===== src/rtl/mem_port_scheduler_pkg.sv =====
// mem_port_scheduler_pkg: shared state/requester encodings and grant priority for the memory port scheduler
package mem_port_scheduler_pkg;
  typedef enum logic [1:0] {IDLE, BUSY, RESP} state_t;
  typedef enum logic [1:0] {REQ_IC, REQ_DCR, REQ_DCW} req_id_t;
  localparam int STARVE_LIMIT_DEF = 4;
  function automatic req_id_t pick(input logic dcr, input logic dcw, input logic force_ic);
    return force_ic ? REQ_IC : dcw ? REQ_DCW : dcr ? REQ_DCR : REQ_IC;
  endfunction
endpackage


===== src/rtl/mem_port_scheduler_if.sv =====
// mem_port_scheduler_if: pipeline request/ack signals and IOCTRL port signals of the memory port scheduler
interface mem_port_scheduler_if;
  logic ic_read_req;
  logic [31:0] ic_read_addr;
  logic ic_read_ack;
  logic [31:0] ic_read_data;
  logic dc_read_req;
  logic [31:0] dc_read_addr;
  logic dc_read_ack;
  logic [31:0] dc_read_data;
  logic dc_write_req;
  logic [31:0] dc_write_addr;
  logic [31:0] dc_write_data;
  logic dc_write_ack;
  logic mem_read;
  logic mem_write;
  logic mem_ack;
  logic [31:0] mem_addr;
  logic [31:0] mem_data_write;
  logic [31:0] mem_data_read;
  logic bus_error;
  modport slave (
    input ic_read_req, ic_read_addr, dc_read_req, dc_read_addr, dc_write_req, dc_write_addr, dc_write_data,
          mem_ack, mem_data_read,
    output ic_read_ack, ic_read_data, dc_read_ack, dc_read_data, dc_write_ack, mem_read, mem_write,
           mem_addr, mem_data_write, bus_error
  );
  modport master (
    output ic_read_req, ic_read_addr, dc_read_req, dc_read_addr, dc_write_req, dc_write_addr, dc_write_data,
           mem_ack, mem_data_read,
    input ic_read_ack, ic_read_data, dc_read_ack, dc_read_data, dc_write_ack, mem_read, mem_write,
          mem_addr, mem_data_write, bus_error
  );
endinterface


===== src/rtl/mem_port_scheduler.sv =====
// mem_port_scheduler: serialises fetch/load/store onto one IOCTRL port with priority, anti-starvation and watchdog
module mem_port_scheduler
  import mem_port_scheduler_pkg::*;
#(
  parameter int STARVE_LIMIT = STARVE_LIMIT_DEF,
  parameter int TIMEOUT_CYCLES = 0
) (
  input logic clk,
  input logic reset,
  mem_port_scheduler_if.slave bus
);
  state_t state, state_n;
  req_id_t win, win_n, pick_id;
  logic rd, rd_n, wr, wr_n, berr, berr_n;
  logic [2:0] acks, acks_n;
  logic [31:0] addr, addr_n, wdata, wdata_n, ic_data, ic_data_n, dc_data, dc_data_n;
  logic [3:0] starve, starve_n;
  logic [15:0] wd, wd_n;
  always_comb begin
    pick_id = pick(bus.dc_read_req, bus.dc_write_req, bus.ic_read_req && starve >= 4'(STARVE_LIMIT));
    state_n = state;
    win_n = win;
    rd_n = rd;
    wr_n = wr;
    addr_n = addr;
    wdata_n = wdata;
    ic_data_n = ic_data;
    dc_data_n = dc_data;
    acks_n = '0;
    berr_n = 1'b0;
    starve_n = bus.ic_read_req ? starve : '0;
    wd_n = wd;
    if (state == IDLE && (bus.ic_read_req || bus.dc_read_req || bus.dc_write_req)) begin
      state_n = BUSY;
      win_n = pick_id;
      rd_n = pick_id != REQ_DCW;
      wr_n = pick_id == REQ_DCW;
      addr_n = pick_id == REQ_DCW ? bus.dc_write_addr : pick_id == REQ_DCR ? bus.dc_read_addr : bus.ic_read_addr;
      wdata_n = pick_id == REQ_DCW ? bus.dc_write_data : wdata;
      starve_n = (pick_id == REQ_IC || !bus.ic_read_req) ? '0 : starve + 4'(starve != 4'hf);
      wd_n = '0;
    end else if (state == BUSY && bus.mem_ack) begin
      state_n = RESP;
      rd_n = 1'b0;
      wr_n = 1'b0;
      ic_data_n = win == REQ_IC ? bus.mem_data_read : ic_data;
      dc_data_n = win == REQ_DCR ? bus.mem_data_read : dc_data;
      acks_n = 3'b001 << win;
    end else if (state == BUSY && TIMEOUT_CYCLES > 0 && wd + 16'd1 == 16'(TIMEOUT_CYCLES)) begin
      state_n = IDLE;
      rd_n = 1'b0;
      wr_n = 1'b0;
      berr_n = 1'b1;
    end else if (state == BUSY) begin
      wd_n = wd + 16'd1;
    end else if (state == RESP) begin
      state_n = IDLE;
    end
  end
  always_ff @(posedge clk) begin
    if (reset) begin
      state <= IDLE;
      win <= REQ_IC;
      rd <= 1'b0;
      wr <= 1'b0;
      addr <= '0;
      wdata <= '0;
      ic_data <= '0;
      dc_data <= '0;
      acks <= '0;
      berr <= 1'b0;
      starve <= '0;
      wd <= '0;
    end else begin
      state <= state_n;
      win <= win_n;
      rd <= rd_n;
      wr <= wr_n;
      addr <= addr_n;
      wdata <= wdata_n;
      ic_data <= ic_data_n;
      dc_data <= dc_data_n;
      acks <= acks_n;
      berr <= berr_n;
      starve <= starve_n;
      wd <= wd_n;
    end
  end
  assign bus.ic_read_ack = acks[0];
  assign bus.dc_read_ack = acks[1];
  assign bus.dc_write_ack = acks[2];
  assign bus.ic_read_data = ic_data;
  assign bus.dc_read_data = dc_data;
  assign bus.mem_read = rd;
  assign bus.mem_write = wr;
  assign bus.mem_addr = addr;
  assign bus.mem_data_write = wdata;
  assign bus.bus_error = berr;
endmodule


===== src/flat_wrapper.sv =====
// flat-port wrapper written by rule: the top's interface ports become plain ports
module mem_port_scheduler_flat import mem_port_scheduler_pkg::*;
#(
  parameter int STARVE_LIMIT = STARVE_LIMIT_DEF,
  parameter int TIMEOUT_CYCLES = 0
)
  (clk, reset, bus_ic_read_req, bus_ic_read_addr, bus_dc_read_req, bus_dc_read_addr, bus_dc_write_req, bus_dc_write_addr, bus_dc_write_data, bus_mem_ack, bus_mem_data_read, bus_ic_read_ack, bus_ic_read_data, bus_dc_read_ack, bus_dc_read_data, bus_dc_write_ack, bus_mem_read, bus_mem_write, bus_mem_addr, bus_mem_data_write, bus_bus_error);
  mem_port_scheduler_if bus_i ();
  input logic clk;
  input logic reset;
  input wire logic [$bits(bus_i.ic_read_req)-1:0] bus_ic_read_req;
  input wire logic [$bits(bus_i.ic_read_addr)-1:0] bus_ic_read_addr;
  input wire logic [$bits(bus_i.dc_read_req)-1:0] bus_dc_read_req;
  input wire logic [$bits(bus_i.dc_read_addr)-1:0] bus_dc_read_addr;
  input wire logic [$bits(bus_i.dc_write_req)-1:0] bus_dc_write_req;
  input wire logic [$bits(bus_i.dc_write_addr)-1:0] bus_dc_write_addr;
  input wire logic [$bits(bus_i.dc_write_data)-1:0] bus_dc_write_data;
  input wire logic [$bits(bus_i.mem_ack)-1:0] bus_mem_ack;
  input wire logic [$bits(bus_i.mem_data_read)-1:0] bus_mem_data_read;
  output wire logic [$bits(bus_i.ic_read_ack)-1:0] bus_ic_read_ack;
  output wire logic [$bits(bus_i.ic_read_data)-1:0] bus_ic_read_data;
  output wire logic [$bits(bus_i.dc_read_ack)-1:0] bus_dc_read_ack;
  output wire logic [$bits(bus_i.dc_read_data)-1:0] bus_dc_read_data;
  output wire logic [$bits(bus_i.dc_write_ack)-1:0] bus_dc_write_ack;
  output wire logic [$bits(bus_i.mem_read)-1:0] bus_mem_read;
  output wire logic [$bits(bus_i.mem_write)-1:0] bus_mem_write;
  output wire logic [$bits(bus_i.mem_addr)-1:0] bus_mem_addr;
  output wire logic [$bits(bus_i.mem_data_write)-1:0] bus_mem_data_write;
  output wire logic [$bits(bus_i.bus_error)-1:0] bus_bus_error;
  assign bus_i.ic_read_req = bus_ic_read_req;
  assign bus_i.ic_read_addr = bus_ic_read_addr;
  assign bus_i.dc_read_req = bus_dc_read_req;
  assign bus_i.dc_read_addr = bus_dc_read_addr;
  assign bus_i.dc_write_req = bus_dc_write_req;
  assign bus_i.dc_write_addr = bus_dc_write_addr;
  assign bus_i.dc_write_data = bus_dc_write_data;
  assign bus_i.mem_ack = bus_mem_ack;
  assign bus_i.mem_data_read = bus_mem_data_read;
  assign bus_ic_read_ack = bus_i.ic_read_ack;
  assign bus_ic_read_data = bus_i.ic_read_data;
  assign bus_dc_read_ack = bus_i.dc_read_ack;
  assign bus_dc_read_data = bus_i.dc_read_data;
  assign bus_dc_write_ack = bus_i.dc_write_ack;
  assign bus_mem_read = bus_i.mem_read;
  assign bus_mem_write = bus_i.mem_write;
  assign bus_mem_addr = bus_i.mem_addr;
  assign bus_mem_data_write = bus_i.mem_data_write;
  assign bus_bus_error = bus_i.bus_error;
  mem_port_scheduler #(.STARVE_LIMIT(STARVE_LIMIT), .TIMEOUT_CYCLES(TIMEOUT_CYCLES)) u_core (.clk(clk), .reset(reset), .bus(bus_i));
endmodule

===== config.mk =====
export PLATFORM = sky130hd
export DESIGN_NAME = mem_port_scheduler_flat
export DESIGN_NICKNAME = d
export VERILOG_FILES = /design/src/rtl/mem_port_scheduler_pkg.sv /design/src/rtl/mem_port_scheduler_if.sv /design/src/rtl/mem_port_scheduler.sv /design/src/flat_wrapper.sv
export SDC_FILE = /design/constraint.sdc
export NUM_CORES = 1
export LEC_CHECK = 0
export BUFFER_PORTS_ARGS = -buffer_cell sky130_fd_sc_hd__buf_2
export CORE_AREA = 2 2 118 120
export CTS_CLUSTER_DIAMETER = 40
export CTS_CLUSTER_SIZE = 25
export DETAILED_ROUTE_END_ITERATION = 10
export DIE_AREA = 0 0 120 122
export PLACE_DENSITY = 0.82
export SETUP_SLACK_MARGIN = 0.4
export SLEW_MARGIN = 10
export SYNTH_ARGS = -nofsm -noshare
export SYNTH_HDL_FRONTEND = slang
export SYNTH_SLANG_ARGS = --single-unit

===== constraint.sdc =====
create_clock -name clk -period 4.2 [get_ports clk]
set_input_delay 0.42 -clock clk [delete_from_list [all_inputs] [get_ports clk]]
set_output_delay 0.42 -clock clk [all_outputs]
set_load 0.02 [all_outputs]

==> flow_summary.ini, run 1 <==
[timing]
clock.fmax_ghz = 0.498
hold_viol_final = 0
timing.hold.ws_ps = 237
finalWorstSetupSlack_ps = 2190
post-route-period-util_pct = 47.8
slew_viol_final = 0
slew_headroom_pct = 19.2
finClkSkew_ps = 5.97
rsz0062_at_grt = false
fin_tns_setup_ps = 0
period_minus_slack_ps = 2010
finalSetupViolCount = 0
max_slew.worst_pin.slew_ps = 1210

[clocking]
cts-root-buf = clkbuf_16
cts_setup_buffers = 0
cts.path.max_buffers = 2
cts_max_level = 4
clk-insertion-delay-late_ps = 410
cts_buffers = 17
clk_pin_slew_worst_paths_ps = 60
cts_tree = built
cts.sinks = 141
ctsResizeCount = 0
cts_hold_buf = 0

[worst_setup_path]
ff2ff_setup_slack_ps = 2190
path_cells = nand3b_4 > or3b_1 > nand2_1 > a21oi_1
crit_path_start = u_core.state[0]
startpoint_type = flop
critPathCaptureType = flop
path_buf_inv = 0
reg2reg_depth = 4
path_class = reg -> reg
cp_max_fo = 33
slowest_delay_ps = 880
cpLargestDelayFamily = simple AND/OR/NAND/NOR gates
arrival_ps = 2280
critical_path_depth = 4
reg2reg_from = u_core.state[0]
cp-endpoint = u_core.bus.dc_read_data[20]
critPathSlowestCell = or3b_1
r2r-end = u_core.bus.dc_read_data[20]
crit_required_ps = 4480

[routing]
dr.pass1.iters = 6
drtAntennaViolNets = 0
drt_iter0_drc = 439
avgRoutedWirePerCell_microns = 14.4
drt-total-wl_microns = 18000
vias_per_cell = 5.19
post-route-drc-count = 0
vias = 6480

[worst_hold_path]
hold_path_class = in -> reg
hp-start = bus_dc_write_data[18]

[die]
die_w_microns = 120
start_util_pct = 45.5
io_pins = 300
die-height_microns = 122
core_sq_um = 13500
rows = 43
die_area_sq_um = 14600

[power_and_ir_drop]
seq_power_share_pct = 40.8
powerDensity_nw_per_um2 = 435
p_leak_uw = 0.00381
intPower_uw = 2650
peakVddDrop_mv = 0.268
p_sw_uw = 935
p_sw_share_pct = 26.1
clock_power_share_pct = 43.9
pwr-share-comb_pct = 15.3

[grt]
antenna_found_initial = 0
grt_pass1_wl_microns = 28000
grt.total_usage_pct = 23.8
overflow = 0
grt_pass1_vias = 5773
grt_max_degree = 100

[cells_and_area]
post-route-util_pct = 60.9
drive_above_1_share_pct = 32.4
fin_nets = 1225
syn_to_final_growth_pct = 34.1
diodes = 0
nFillCells = 1237

[yosys]
synth_common_cells = 194 x nand2_1, 141 x dfxtp_1, 100 x a21oi_1
syn-num-nets = 970
synth.most_common_cell = nand2_1
synthAdderAreaFrac_pct = 0.408
ys_seq_area_share_pct = 46.0
synthMuxAreaShare_pct = 0.163
ys_ff_latch = 141
synth_edf_count = 0
async_reset_ff_share_pct = 0
synth-main-ff-cell = dfxtp_1
synth_top_family_by_area = simple AND/OR/NAND/NOR gates
synth_top_area_share_pct = 46.0
synth_area_leaders = dfxtp_1 46%, nand2_1 12%, a21oi_1 8.2%, o32ai_1 4.6%, nor2_1 4.3%
syn-instance-count = 802
synth-xor-area-share_pct = 0
synthSimpleGateAreaFrac_pct = 26.3
synth_compound_area_share_pct = 19.6
ys_types = 39
synth.avg_cell_area_sq_um = 7.65
synth_warnings = 0
syn-cell-area_sq_um = 6140
yosysTopAreaCell = dfxtp_1

[placement]
dpl.hpwl_microns = 12200
place.gp.congestion = 0.789
place_ws_ps = 2080
portBuffers = 298

[run_status]
status = complete, no violations

[job]
cap_violations = 0
==> how the worst min path moves through the flow <==
stage	slack (ps)	cells after the start	endpoint
floorplan	470	2	u_core.win[0]
CTS	220	3	u_core.bus.mem_data_write[18]
finish	240	3	u_core.bus.mem_data_write[18]
global route	230	3	u_core.bus.mem_data_write[31]
global placement	440	2	u_core.bus.mem_data_write[31]
detailed placement	440	2	u_core.bus.ic_read_data[16]
==> worst min-delay path, stage by stage <==
cell,delay [ps]
buf_2,90
nand2_1,40
a21oi_1,50
==> state kept, by name, indices dropped and copies added, names as in the netlist <==
register,count
u_core.starve,4
u_core.bus.ic_read_data,32
u_core.bus.mem_read,1
u_core.bus.dc_read_data,32
u_core.bus.mem_addr,32
u_core.win,2
u_core.state,2
u_core.bus.mem_data_write,32
u_core.acks,3
u_core.bus.mem_write,1
==> cells by family after synthesis <==
family	after synthesis
multiplexers	1
AO/OA/AOI/OAI	204
adder cells (fa/ha/maj)	2
other	1
flip-flops	141
AND/OR/NAND/NOR	349
buffers and inverters	104
==> metrics by stage <==
step | total power (uW) | instances | instance area (sq um)
6_report | 3580 | 1249 | 8230
4_1_cts | 3610 | 1249 | 8230
2_1_floorplan | 1820 | 802 | 6140
3_5_place_dp | 2040 | 1218 | 7610
5_1_grt | 3730 | 1249 | 8230
3_3_place_gp | 2030 | 1218 | 7610
==> routing by layer <==
| metal | up-vias | global-route usage (%) | wire [microns] |
|---|---|---|---|
| li1 | 3202 | - | - |
| met1 | 2972 | 28.6 | 7620 |
| met2 | 270 | 40.8 | 8800 |
| met3 | 36 | 5.66 | 1160 |
| met4 | 0 | 9.56 | 399 |
| met5 | - | 0 | 0 |
==> layout by cell type, fill, tap and decap left out, types with 2 or more instances in the layout <==
| master | n |
|---|---|
| nand3_1 | 2 |
| nand3b_1 | 32 |
| o32ai_1 | 32 |
| inv_1 | 33 |
| nor2_1 | 71 |
| buf_4 | 10 |
| ha_1 | 2 |
| bufinv_16 | 4 |
| a22oi_1 | 3 |
| clkbuf_8 | 2 |
| a21oi_1 | 100 |
| nand2_1 | 194 |
| dfxtp_1 | 141 |
| clkinv_2 | 4 |
| clkbuf_16 | 17 |
| o21ai_0 | 34 |
| buf_2 | 297 |
| nand2b_1 | 33 |
| a31oi_1 | 32 |
==> area by class of cell <==
class | instances | area, sq um | share of cell area [%]
Sequential cell | 141 | 2820 | 34.3
Clock buffer | 20 | 457 | 5.55
Inverter | 33 | 124 | 1.51
Clock inverter | 11 | 165 | 2.01
Tap cell | 180 | 225 | 2.74
Timing Repair Buffer | 307 | 1560 | 19.0
Multi-Input combinational cell | 557 | 2870 | 34.9
==> power by group through the flow <==
stage	sequential [uW]	combinational, uW	clock [uW]
after floorplan	1580	244	0
after global placement	1490	538	0
after detailed placement	1490	547	0
after CTS	1460	548	1600
after global routing	1470	600	1660
final	1460	547	1570
Power figures use the tool's default switching activity.
==> run 2, diff against run 1 <==
--- a/config.mk
+++ b/config.mk
@@ -6,12 +6,12 @@
 export NUM_CORES = 1
 export LEC_CHECK = 0
 export BUFFER_PORTS_ARGS = -buffer_cell sky130_fd_sc_hd__buf_2
-export CORE_AREA = 2 2 118 120
+export CORE_AREA = 2 2 85 169
 export CTS_CLUSTER_DIAMETER = 40
 export CTS_CLUSTER_SIZE = 25
 export DETAILED_ROUTE_END_ITERATION = 10
-export DIE_AREA = 0 0 120 122
-export PLACE_DENSITY = 0.82
+export DIE_AREA = 0 0 87 171
+export PLACE_DENSITY = 0.81
 export SETUP_SLACK_MARGIN = 0.4
 export SLEW_MARGIN = 10
 export SYNTH_ARGS = -nofsm -noshare
==> constraint.sdc (replaced) <==
create_clock -name clk -period 1.95 [get_ports clk]
set_input_delay 0.195 -clock clk [delete_from_list [all_inputs] [get_ports clk]]
set_output_delay 0.195 -clock clk [all_outputs]
set_load 0.02 [all_outputs]
==> run 2 against run 1 <==
Flip-flop and latch count is the same. Die area grew 1.6%. Clock power grew 130%.
==> flow_summary.ini, run 2 (synthesized netlist as in run 1, its figures left out) <==
[run_status]
status = complete, no violations

[timing]
slew_viol_final = 0
hold_viol_final = 0
fin_tns_setup_ps = 0
slew_headroom_pct = 65.8
post-route-period-util_pct = 78.7
clock.fmax_ghz = 0.652
max_slew.worst_pin.slew_ps = 514
period_minus_slack_ps = 1530
rsz0062_at_grt = true
finalSetupViolCount = 0
finClkSkew_ps = 12.6

[worst_setup_path]
critical_path_depth = 5
ff2ff_setup_slack_ps = 420
cp-endpoint = u_core.bus.mem_addr[29]
critPathSlowestCell = dfxtp_2
crit_required_ps = 2260
critPathCaptureType = flop
cpLargestDelayFamily = compound AO/OA/AOI/OAI gates
crit_path_start = u_core.state[0]
path_buf_inv = 1
reg2reg_depth = 5
r2r-end = u_core.bus.mem_addr[29]
slowest_delay_ps = 350
reg2reg_from = u_core.state[0]
path_cells = nor2_4 > o31a_1 > buf_4 > nand2b_2 > o32ai_1
cp_max_fo = 8
startpoint_type = flop
path_class = reg -> reg
arrival_ps = 1850

[cells_and_area]
fin_nets = 1240
syn_to_final_growth_pct = 37.8
final_common_cell = buf_2
drive_above_1_share_pct = 33.7
final_cell_mix = 297 x buf_2, 194 x nand2_1, 139 x dfxtp_1, 100 x a21oi_1, 71 x nor2_1
finalInstanceArea_sq_um = 8460
post-route-util_pct = 61.9

[grt]
grt_pass1_wl_microns = 27900
gr-usage-met3_pct = 8.25
grt.total_usage_pct = 23.1
antenna_found_initial = 1
grt_max_degree = 67
busiest_layer = met2
use_met1_pct = 26.6
overflow = 0
grt_pass1_vias = 6136
use_met2_pct = 38.8

[routing]
drt_iter0_drc = 258
drtAntennaViolNets = 0
avgRoutedWirePerCell_microns = 14.4
dr.pass1.iters = 4
vias_per_cell = 5.25
vias = 6531
drt-total-wl_microns = 17800
post-route-drc-count = 0

[worst_hold_path]
hold_path_class = in -> reg

[clocking]
clk-insertion-delay-late_ps = 410
cts_tree = built
cts-root-buf = clkbuf_16
cts.sinks = 141
clk_pin_slew_worst_paths_ps = 60
cts.path.max_buffers = 2
cts_max_level = 4
cts_buffers = 17

[placement]
dpl.hpwl_microns = 12600
portBuffers = 298
place.gp.congestion = 0.784
placed_area_sq_um = 7700

[power_and_ir_drop]
powerDensity_nw_per_um2 = 944
p_leak_uw = 0.00393
total_power_uw = 7990
peakVddDrop_mv = 0.751

[job]
cap_violations = 0

[die]
die_w_microns = 87
io_pins = 300
die_area_sq_um = 14900
die-height_microns = 171
start_util_pct = 44.9
rows = 61
core_sq_um = 13700
[run 2: area by class of cell]
| class | instances | area [sq um] |
|---|---|---|
| fill | 1204 | 5200 |
| multi-input combinational | 559 | 2920 |
| sequential | 141 | 2830 |
| timing repair buffer | 320 | 1740 |
| clock buffer | 18 | 429 |
| clock inverter | 14 | 226 |
| tap | 157 | 196 |
| inverter | 33 | 124 |
| antenna | 1 | 2.50 |
[run 2: layer usage]
layer | vias to the layer above | share of wire (%)
met5 | - | 0
met2 | 271 | 49
met1 | 3005 | 40
met3 | 25 | 8.9
li1 | 3230 | -
met4 | 0 | 2.1
[run 2: repair_timing]
action,4_1_cts,5_1_grt
buffers inserted,0,2
resized for setup,1,12
cloned,0,2
hold buffers,0,1
endpoints found under the setup margin,22,85
endpoints found under the hold margin,0,1
[run 2: worst min-delay path by stage]
| stage | startpoint | end | slack [ps] | cells after the start |
|---|---|---|---|---|
| 2_1_floorplan | bus_mem_data_read[10] | u_core.bus.dc_read_data[10] | 330 | 2 |
| 3_3_place_gp | bus_dc_write_data[25] | u_core.bus.mem_data_write[25] | 430 | 3 |
| 3_5_place_dp | bus_dc_write_data[7] | u_core.bus.mem_data_write[7] | 440 | 3 |
| 4_1_cts | bus_dc_write_data[18] | u_core.bus.mem_data_write[18] | 1 | 3 |
| 5_1_grt | bus_dc_write_data[23] | u_core.bus.mem_data_write[23] | 3 | 3 |
| 6_report | bus_dc_write_data[6] | u_core.bus.mem_data_write[6] | 20 | 3 |
[run 2: stage by stage]
stage          setup WS (ps)  std cells  hold WS (ps)
2_1_floorplan            518        802           331
3_3_place_gp             430       1205           435
3_5_place_dp             381       1205           441
4_1_cts                  401       1237          1.04
5_1_grt                  354       1242          3.29
6_report                 415       1243          22.5
[run 2: tightest hold or removal path, stage by stage]
cell and delay [ps]:
buf_2 90, nand2_1 40, a21oi_1 50
[run 2: report_power, final]
group	leakage, uW	switching [uW]	internal (uW)	total (uW)
sequential	0.00115	95.6	3050	3150
combinational	0.00246	745	498	1240
clock	0.000319	1290	2300	3600
